## config.mk

```make
export PLATFORM = sky130hd
export DESIGN_NAME = servo_cmd_input
export DESIGN_NICKNAME = d
export VERILOG_FILES = /design/src/rtl/servo_cmd_input.sv
export SDC_FILE = /design/constraint.sdc
export NUM_CORES = 1
export LEC_CHECK = 0
export ABC_CLOCK_PERIOD_IN_PS = 4700
export BUFFER_PORTS_ARGS = -buffer_cell sky130_fd_sc_hd__buf_2
export CORE_MARGIN = 2
export CORE_UTILIZATION = 61
export DETAILED_ROUTE_END_ITERATION = 8
export PLACE_DENSITY_LB_ADDON = 0.1
export SETUP_SLACK_MARGIN = 0.1
export SLEW_MARGIN = 0
export SYNTH_ARGS = -nofsm -noshare
export SYNTH_HDL_FRONTEND = slang
export SYNTH_SLANG_ARGS = --single-unit
```

## constraint.sdc

```tcl
create_clock -name clock -period 4.7 [get_ports clock]
set_clock_uncertainty 0.05 [all_clocks]
set_input_delay 1.41 -clock clock [delete_from_list [all_inputs] [get_ports clock]]
set_output_delay 1.41 -clock clock [all_outputs]
set_load 0.01 [all_outputs]
```

## src/rtl/servo_cmd_input.sv

```systemverilog
// Button/switch conditioning for the servo PWM controller: synchronises the raw inputs,
// debounces the push button and issues one active-low latch strobe per debounced press.
module servo_cmd_input #(
  parameter int DEBOUNCE_CYCLES = 1000000,
  parameter int SYNC_STAGES     = 2
) (
  input  logic       clock,
  input  logic       reset,
  input  logic [9:0] sw_raw,
  input  logic       key_n_raw,
  output logic [7:0] duty,
  output logic [1:0] channelselect,
  output logic       latchbtn,
  output logic       key_db,
  output logic [7:0] press_count
);

  localparam int CNT_W = (DEBOUNCE_CYCLES > 2) ? $clog2(DEBOUNCE_CYCLES) : 1;
  // The state-entry edge already consumed one stable sample, so the wait ends one count early.
  localparam logic [CNT_W-1:0] CNT_LAST = CNT_W'(DEBOUNCE_CYCLES - 2);

  typedef enum logic [2:0] {
    IDLE,
    PRESS_WAIT,
    STROBE,
    HELD,
    RELEASE_WAIT
  } state_t;

  logic [SYNC_STAGES-1:0]       key_sync_q, key_sync_d;
  logic [SYNC_STAGES-1:0][9:0]  sw_sync_q, sw_sync_d;

  state_t           state_q, state_d;
  logic [CNT_W-1:0] cnt_q, cnt_d;
  logic [7:0]       duty_q, duty_d;
  logic [1:0]       chan_q, chan_d;
  logic             latch_q, latch_d;
  logic             key_db_q, key_db_d;
  logic [7:0]       press_q, press_d;

  logic             k;
  logic [9:0]       s;

  assign k = key_sync_q[SYNC_STAGES-1];
  assign s = sw_sync_q[SYNC_STAGES-1];

  always_comb begin
    key_sync_d = {key_sync_q[SYNC_STAGES-2:0], key_n_raw};
    sw_sync_d  = {sw_sync_q[SYNC_STAGES-2:0], sw_raw};
  end

  always_comb begin
    state_d  = state_q;
    cnt_d    = cnt_q;
    duty_d   = duty_q;
    chan_d   = chan_q;
    latch_d  = 1'b1;
    key_db_d = key_db_q;
    press_d  = press_q;
    case (state_q)
      IDLE: begin
        if (!k) begin
          state_d = PRESS_WAIT;
          cnt_d   = '0;
        end
      end
      PRESS_WAIT: begin
        if (k) begin
          state_d = IDLE;
          cnt_d   = '0;
        end else if (cnt_q == CNT_LAST) begin
          // Capture a cycle ahead of the strobe so the controller sees settled data.
          state_d = STROBE;
          cnt_d   = '0;
          duty_d  = s[7:0];
          chan_d  = s[9:8];
        end else begin
          cnt_d = cnt_q + CNT_W'(1);
        end
      end
      STROBE: begin
        state_d  = HELD;
        cnt_d    = '0;
        latch_d  = 1'b0;
        key_db_d = 1'b1;
        press_d  = press_q + 8'd1;
      end
      HELD: begin
        if (k) begin
          state_d = RELEASE_WAIT;
          cnt_d   = '0;
        end
      end
      RELEASE_WAIT: begin
        if (!k) begin
          state_d = HELD;
          cnt_d   = '0;
        end else if (cnt_q == CNT_LAST) begin
          state_d  = IDLE;
          cnt_d    = '0;
          key_db_d = 1'b0;
        end else begin
          cnt_d = cnt_q + CNT_W'(1);
        end
      end
      default: begin
        state_d = IDLE;
        cnt_d   = '0;
      end
    endcase
  end

  // Key synchroniser resets to "released" so a reset never looks like a press edge.
  always_ff @(posedge clock or posedge reset) begin
    if (reset) begin
      key_sync_q <= '1;
      sw_sync_q  <= '0;
      state_q    <= IDLE;
      cnt_q      <= '0;
      duty_q     <= 8'h00;
      chan_q     <= 2'd0;
      latch_q    <= 1'b1;
      key_db_q   <= 1'b0;
      press_q    <= 8'h00;
    end else begin
      key_sync_q <= key_sync_d;
      sw_sync_q  <= sw_sync_d;
      state_q    <= state_d;
      cnt_q      <= cnt_d;
      duty_q     <= duty_d;
      chan_q     <= chan_d;
      latch_q    <= latch_d;
      key_db_q   <= key_db_d;
      press_q    <= press_d;
    end
  end

  assign duty          = duty_q;
  assign channelselect = chan_q;
  assign latchbtn      = latch_q;
  assign key_db        = key_db_q;
  assign press_count   = press_q;

endmodule

```

==> summary.md, run 1 <==
| Metric | Value |
|---|---|
| Syn_nets | ~250 |
| R2R cell count | 6 |
| CP endpoint | latchbtn |
| Worst path depth | 1 |
| Final Net Count | 283 |
| Slew headroom | 31.7% |
| Max cap viols | 0 |
| Worst-path maximum fanout | 1 |
| Final setup viols | 0 |
| Hold Path Class | flip-flop to flip-flop |
| Largest stage delay on the critical path | around 0.52 ns |
| Vias in the first global route | 1839 |
| Post-CTS sizing | 0 |
| Critical Path AT | between 0.9 and 1 ns |
| Async set-reset flop share out of synthesis | 100% |
| DIE AREA | slightly above 5000 um2 |
| FILL cells | 290 |
| Min Tclk post-route | between 2 and 2.5 ns |
| CTS tree | done |
| Syn-to-layout area delta | 16.5% |
| Total CTS buffers | 9 |
| Post-synth top area share | 56.4% |
| Mapped cell area | approximately 2800 um2 |
| Mapped Cells | 230 |
| DRC errors left | 0 |
| R2R Setup Slk | 2.30 ns |
| Synth area leaders | dfrtp_1, mux2_2, a21oi_1, dfstp_2, o31ai_1 |
| Post-synthesis sequential area ratio | 59.2% |
| ANT cells | 0 |
| Via density | 6.06 |
| Initial drt markers | 232 |
| Area occupied by multi-input gates | 1070 um2 |
| Reg clk slew, reported paths | 0.08 ns |
| Total chip power | 1.20 mW |
| Area leader, netlist | dfrtp_1 |
| Leading cell types in the layout, fill and taps excluded | dfrtp_1, buf_2, a21oi_1, nand2_1, nor2_1 |
| Antenna violations before repair | 0 |
| Die extent in x | 71.2 um |
| Buffers on Ports | 32 |
| CP Class | flip-flop to output port |
| Share of cells above drive strength 1 | 26.5% |
| Final hold vios | 0 |
| Initial core utilization | 63.2% |
| Outcome | completed |
| Max Clk Rate | 0.410 GHz |
| Peak supply drop | 0.000318 V |
| Worst setup path start | latchbtn |
| RSZ-0062 raised after global routing | false |
| Worst-path cell chain | buf_2 |
| Critical Path RT | 3.24 ns |
| Total Neg Setup Slack | 0 ns |
| Most common cell after layout, fill and taps aside | dfrtp_1 |
| Drt pass-1 iters | 4 |
| Antenna-violating nets left | 0 |
| Setup ws final | about 2.3 ns |
| Grt ovf | 0 |
| FF+latch count, synth | 65 |
| Pre-CTS setup slack | 2.13 ns |
| Clk sinks | 65 |
| Final Util | around three quarters |
| Launching point of the worst reg2reg path | cnt_q[0] |
| Top delay family on crit path | flip-flops |
| Worst Path Buf+Inv | 1 |
| First-pass GRT wire length | 8.77 mm |
| FP Rows | 24 |
| PD cells | ~370 nW/um2 |
| Placed insts | roughly 300 |
| Io pins | 33 |
| All-Layer GR Usage | 22.9% |
| Number of synthesized flops with an enable pin | 0 |
| Slowest-stage cell, CP | dfstp_2 |
| Final Max Tran Viols | 0 |
| Finished Layout Cells | 324 |
| Clock root buffer | clkbuf_8 |
| Gp weighted congestion | 0.842 |
| CTS H-tree depth | 3 |
| Startpoint type of the worst setup path | flip-flop |
| Core ar. | 4350 um2 |
| Sequential Area | 1630 um2 |
| Via count | roughly 2000 |
| Leak Pwr | 1.47 nW |
| Clock buffer depth | 2 |
| Pin count of the biggest net entering global routing | 52 |
| Hold buffers post-CTS | 0 |
| Synth warn | 0 |
| Slew @ Worst Pin | 1.02 ns |
| Avg Cell Area, Syn | 12.0 um2 |
| WL/cell | approximately 16 um |
| Synth unique cells | 40 |
| Detail Placement HPWL | 3.42 mm |
| Period utilization | between 50% and 60% |
| Post-CTS setup buffers | 0 |
| Total Wirelength | 5.25 mm |
| Top_reg_cell synth | dfrtp_1 |
| Worst-Skew Late Latency | approximately 0.35 ns |
| FF-to-FF End | duty[3] |
| CP endpoint kind | output port |
| Die height | 71.2 um |
## routing by layer
| layer | share of wire (%) | GRT usage (%) | up-vias |
|---|---|---|---|
| met4 | 1.3 | 9.43 | 0 |
| met5 | 0 | 0 | - |
| li1 | - | - | 924 |
| met1 | 45 | 30.6 | 966 |
| met2 | 49 | 35.7 | 65 |
| met3 | 4.9 | 6.41 | 8 |
## cell usage after synthesis (2+ instances only)
| cell | instances |
|---|---|
| dfrtp_1 | 62 |
| a21oi_1 | 16 |
| nand2_1 | 16 |
| nor2_1 | 12 |
| mux2_2 | 11 |
| o31ai_1 | 10 |
| nand4_1 | 9 |
| nand3_1 | 8 |
| o21ai_0 | 8 |
| or4_1 | 8 |
| xor2_1 | 7 |
| and4_1 | 6 |
| or3_1 | 6 |
| clkbuf_1 | 5 |
| inv_1 | 4 |
| xnor2_1 | 4 |
| and3_1 | 3 |
| dfstp_2 | 3 |
| ha_1 | 3 |
| nor3b_1 | 3 |
| a32o_1 | 2 |
| and2_1 | 2 |
| buf_2 | 2 |
| nor2b_1 | 2 |
| nor4b_1 | 2 |
| or4b_2 | 2 |
## through the flow
stage | hold slack [ns] | cell area, um2
CTS | 0.305 | 3210
finish | 0.300 | 3210
floorplan | 0.281 | 2750
global route | 0.308 | 3210
detailed placement | 0.289 | 2960
global placement | 0.282 | 2960
## how the worst min path moves through the flow
stage                             start             to  cells after the start
after floorplan           sw_sync_d[10]           s[0]                      0
after global placement    sw_sync_d[19]           s[9]                      0
after detailed placement  sw_sync_d[12]           s[2]                      0
after CTS                 key_sync_q[0]  key_sync_q[1]                      0
after global routing      sw_sync_d[17]           s[7]                      0
final                     key_sync_q[0]  key_sync_q[1]                      0
## sequential cells by signal, indices dropped and copies added, names as in the netlist
register	count
sw_sync_d	10
cnt_q	20
press_count	8
state_q	3
s	10
key_sync_q	2
duty	8
channelselect	2
key_db	1
latchbtn	1
## cell families (layout without fill, tap and decap cells)
family	Yosys count	count (layout)	synth area share, %
AO/OA/AOI/OAI	41	41	9.50
buffers and inverters	12	54	1.77
multiplexers	11	11	4.50
XOR/XNOR	11	11	3.50
AND/OR/NAND/NOR	87	87	20.1
adder cells (fa/ha/maj)	3	3	1.36
flip-flops	65	65	59.2
## power by group
group	switching [mW]	internal (mW)	total (mW)
Combinational	0.0250	0.0125	0.0375
Clock	0.224	0.357	0.581
Sequential	0.00712	0.572	0.579
Total	0.256	0.941	1.20
## worst register-to-register path: stages (launching register included)
cell,delay [ns]
dfrtp_1,0.42
inv_1,0.07
ha_1,0.18
nand3_1,0.08
or4_4,0.44
nor4_4,0.62
mux2_2,0.42
## layout make-up
cell class | count | share of cell area, %
flip-flops and latches | 65 | 50.8
repair buffers | 34 | 5.46
well taps | 52 | 2.03
clock inverters | 7 | 3.86
clock buffers | 9 | 3.86
inverters | 4 | 0.468
multi-input cells | 153 | 33.5
Note: power is estimated with default switching activity, not from simulation.
==> run 2: changes to the inputs <==
ABC_CLOCK_PERIOD_IN_PS = 2350   (was 4700)
CORE_UTILIZATION = 57   (was 61)
clock period = 2.35 ns   (was 4.7 ns; I/O delays follow)
==> summary.md, run 2 (same netlist as run 1, synthesis figures left out) <==
| Metric | Value |
|---|---|
| Io pins | 33 |
| Critical Path RT | between 2 and 3 ns |
| Worst Hold Endpoint | s[0] |
| Period utilization | 89.9% |
| Min Tclk post-route | about 2.1 ns |
| Core ar. | around 4700 um2 |
| Detail Placement HPWL | ~3.6 mm |
| Largest register FFs | 20 |
| R2R cell count | 7 |
| Pre-CTS setup slack | 0.226 ns |
| Outcome | completed |
| Worst-path cell chain | inv_1, ha_1, nand3_1, or4_4, nor4_4, buf_6, mux2_2 |
| Leak Pwr | 1.51 nW |
| Total chip power | 2.22 mW |
| Antenna violations before repair | 0 |
| Setup ws final | 0.237 ns |
| Worst-path maximum fanout | 10 |
| Startpoint type of the worst setup path | flip-flop |
| Vias in the first global route | 1802 |
| Post-CTS setup buffers | 0 |
| Top delay family on crit path | simple AND/OR/NAND/NOR gates |
| R2R Setup Slk | 0.24 ns |
| Total CTS buffers | 9 |
| Final setup viols | 0 |
| Clock root buffer | clkbuf_8 |
| Leading cell types in the layout, fill and taps excluded | dfrtp_1, buf_2, a21oi_1, nand2_1, buf_4 |
| Syn-to-layout area delta | 18.9% |
| FP Rows | 25 |
| WL/cell | 15.0 um |
| PD cells | 678 nW/um2 |
| ANT cells | 0 |
| Via density | about 6 |
| Antenna-violating nets left | 0 |
| Hold Path Class | flip-flop to flip-flop |
| Biggest register | cnt_q |
| CTS tree | done |
| Max Clk Rate | 0.473 GHz |
| Via count | 1978 |
| Die height | between 70 and 80 um |
| DRC errors left | 0 |
| Reg clk slew, reported paths | approximately 0.070 ns |
| Grt ovf | 0 |
| Clk sinks | 65 |
| Buffers on Ports | 32 |
| Total Neg Setup Slack | 0 ns |
| FF-to-FF End | duty[4] |
| Clock buffer depth | 2 |
| CP Class | flip-flop to flip-flop |
| Worst-Skew Late Latency | 0.33 ns |
| Gp weighted congestion | 0.832 |
| Slowest-stage cell, CP | dfrtp_1 |
| Pin count of the biggest net entering global routing | 25 |
| Most common cell after layout, fill and taps aside | dfrtp_1 |
| Largest stage delay on the critical path | 0.43 ns |
| Max cap viols | 0 |
| Total Wirelength | ~5 mm |
| RSZ-0062 raised after global routing | false |
| CP endpoint kind | flip-flop |
| Initial core utilization | 58.7% |
| Peak supply drop | 0.000478 V |
| Post-CTS sizing | 0 |
| Initial drt markers | between 150 and 200 |
| Hold path startpoint | sw_sync_d[10] |
| Drt pass-1 iters | 4 |
| All-Layer GR Usage | 21.7% |
| Slew headroom | between 60% and 70% |
| Final hold vios | 0 |
| CTS H-tree depth | 3 |
| Slew @ Worst Pin | 0.445 ns |
| DIE AREA | approximately 5400 um2 |
| Launching point of the worst reg2reg path | cnt_q[0] |
| Final Net Count | 295 |
| Worst Path Buf+Inv | 2 |
| First-pass GRT wire length | 8.67 mm |
| Die extent in x | 73.5 um |
| Hold buffers post-CTS | 0 |
| Final Max Tran Viols | 0 |
| Critical Path AT | roughly 2.3 ns |
| Worst hold path stage count | 0 |
| Share of cells above drive strength 1 | 29.6% |
-- run 2: cell count changes in the layout (fill, tap and decap cells not counted), sizes merged --
cell,delta
buf,+12
bufinv,-2
clkbuf,+2
clkinvlp,+2
inv,-2
-- run 2: through the flow --
stage	std cells	cell area, um2	hold WS, ns	util (%)
final	338	3270	0.297	69.8
after global routing	338	3270	0.306	69.8
after CTS	338	3270	0.304	69.7
after detailed placement	322	3060	0.287	65.1
after global placement	322	3060	0.282	65.1
after floorplan	230	2760	0.281	-
-- run 2: how the worst max path moves through the flow --
stage	start	to	slack [ns]	cells after the start
after floorplan	cnt_q[0]	channelselect[0]	0.21	6
after global placement	cnt_q[0]	duty[3]	0.25	7
after detailed placement	cnt_q[0]	duty[1]	0.23	7
after CTS	cnt_q[0]	duty[4]	0.21	7
after global routing	key_sync_q[1]	cnt_q[19]	0.12	4
final	cnt_q[0]	duty[4]	0.24	7
-- run 2: worst reg2reg max path: cells and delay by family, from the launching register on --
family	cells	cell delay (ns)
flops	1	0.43
buf+inv	2	0.27
mux	1	0.35
fa+ha+maj	1	0.17
simple gates	3	0.74
-- run 2: layout make-up --
cell class | instances | area, um2
Timing Repair Buffer | 46 | 269
Tap cell | 54 | 67.6
Multi-Input combinational cell | 153 | 1070
Inverter | 4 | 18.8
Sequential cell | 65 | 1630
Clock buffer | 11 | 151
Fill cell | 360 | 1420
Clock inverter | 5 | 62.6
-- run 2: layer usage --
layer | track usage [%] | up-vias | wire length [um]
li1 | - | 958 | -
met1 | 33.6 | 971 | 2560
met2 | 28.6 | 41 | 2210
met3 | 6.86 | 8 | 242
met4 | 7.88 | 0 | 75
met5 | 0 | - | 0
-- run 2: power by group --
| group | internal, mW | switching (mW) | leakage (nW) |
|---|---|---|---|
| Clock | 0.553 | 0.428 | 0.102 |
| Sequential | 1.14 | 0.0121 | 0.847 |
| Combinational | 0.0286 | 0.0540 | 0.565 |
| Total | 1.73 | 0.494 | 1.51 |
==> run 3: changes to the inputs <==
CORE_ASPECT_RATIO = 0.8   (was unset)
SKIP_LAST_GASP = 1   (was unset)
==> summary.md, run 3 (same netlist as run 1, synthesis figures left out) <==
| Metric | Value |
|---|---|
| Outcome | completed |
| Vias in the first global route | 1921 |
| Buffers on Ports | 32 |
| Biggest register | cnt_q |
| Antenna violations before repair | 0 |
| Antenna-violating nets left | 0 |
| Leading cell types in the layout, fill and taps excluded | dfrtp_1, buf_2, a21oi_1, nand2_1, nor2_1 |
| Critical Path AT | 2.28 ns |
| Most common cell after layout, fill and taps aside | dfrtp_1 |
| Die height | 66.2 um |
| CP Class | flip-flop to flip-flop |
| Gp weighted congestion | about 0.89 |
| Slew @ Worst Pin | approximately 0.38 ns |
| CTS tree | done |
| Leak Pwr | approximately 1.5 nW |
| Final Max Tran Viols | 0 |
| WL/cell | 15.0 um |
| DP Area | between 3000 and 4000 um2 |
| Worst Path Buf+Inv | 2 |
| FP Rows | 22 |
| Initial drt markers | around 180 |
| Share of cells above drive strength 1 | slightly below 30% |
| RSZ-0062 raised after global routing | false |
| CTS H-tree depth | 3 |
| Hold buffers post-CTS | 0 |
| CP endpoint kind | flip-flop |
| Via count | 1953 |
| Grt ovf | 0 |
| Final Net Count | 292 |
| Finished Layout Cells | 341 |
| Final hold vios | 0 |
| Worst-Skew Late Latency | 0.35 ns |
| Max cap viols | 0 |
| Largest register FFs | 20 |
| Pin count of the biggest net entering global routing | 66 |
| Peak supply drop | slightly above 0.0006 V |
| Die extent in x | 81.7 um |
| Pre-CTS setup slack | 0.103 ns |
| Setup ws final | 0.248 ns |
| Io pins | 33 |
| Drt pass-1 iters | 4 |
| Reg clk slew, reported paths | about 0.080 ns |
| Clock buffer depth | 2 |
| Detail Placement HPWL | between 3 and 4 mm |
| Initial core utilization | roughly three fifths |
| Total chip power | 2.17 mW |
| DIE AREA | 5400 um2 |
| Via density | 5.73 |
| Post-CTS setup buffers | 0 |
| Total Wirelength | just over 5 mm |
| Largest stage delay on the critical path | 0.43 ns |
| Worst-path cell chain | inv_1, ha_1, nand3_1, or4_4, nor4_4, buf_6, mux2_2 |
| First-pass GRT wire length | 9.04 mm |
| Post-Layout Inst Area | 3260 um2 |
| Total Neg Setup Slack | 0 ns |
| Placed insts | 325 |
| Slew headroom | 74.8% |
| Final setup viols | 0 |
| Top delay family on crit path | simple AND/OR/NAND/NOR gates |
| Total CTS buffers | 9 |
| ANT cells | 0 |
| Worst-path maximum fanout | 10 |
| PD cells | 664 nW/um2 |
| Min Tclk post-route | between 2 and 2.5 ns |
| Startpoint type of the worst setup path | flip-flop |
| Syn-to-layout area delta | 18.5% |
| Max Clk Rate | 0.476 GHz |
| Slowest-stage cell, CP | or4_4 |
| DRC errors left | 0 |
| Core ar. | 4620 um2 |
| Hold Path Class | flip-flop to flip-flop |
| All-Layer GR Usage | 22.8% |
| Clock root buffer | clkbuf_8 |
| Critical Path RT | 2.53 ns |
| Period utilization | between 80% and 90% |
| Clk sinks | 65 |
[run 3: layout make-up]
cell class	instances	area (um2)
Sequential cell	65	1630
Fill cell	355	1360
Multi-Input combinational cell	153	1080
Timing Repair Buffer	43	259
Clock buffer	10	128
Tap cell	60	75.1
Clock inverter	6	67.6
Inverter	4	18.8
[run 3: worst paths after layout]
kind	from	endpoint	slack, ns	depth (start not counted)
min reg2reg	sw_sync_d[13]	s[3]	0.30	0
max in group asynchronous	reset	key_sync_q[1]	1.54	3
min in group asynchronous	reset	cnt_q[9]	0.38	3
max	cnt_q[0]	duty[6]	0.25	7
min	sw_sync_d[13]	s[3]	0.30	0
max reg2reg	cnt_q[0]	duty[6]	0.25	7
[run 3: per-stage QoR]
step	utilization, %	hold slack [ns]
floorplan	-	0.281
global placement	66.0	0.281
detailed placement	66.0	0.285
CTS	70.4	0.301
global route	70.6	0.308
finish	70.6	0.299
[run 3: what timing repair did]
action	CTS	global route
endpoints found under the setup margin	10	8
pin swaps	0	0
gates resized for setup	1	2
[run 3: routing by layer]
| metal | GRT usage (%) | part of all wire, % |
|---|---|---|
| met5 | 0 | 0 |
| met4 | 8.13 | 1.4 |
| met3 | 7.65 | 5.8 |
| met2 | 33.4 | 45 |
| met1 | 31.9 | 48 |
[run 3: where the power goes]
group	switching, mW	internal (mW)	leakage [nW]
logic	0.0531	0.0292	0.558
clock network	0.436	0.493	0.0929
registers	0.0119	1.14	0.847
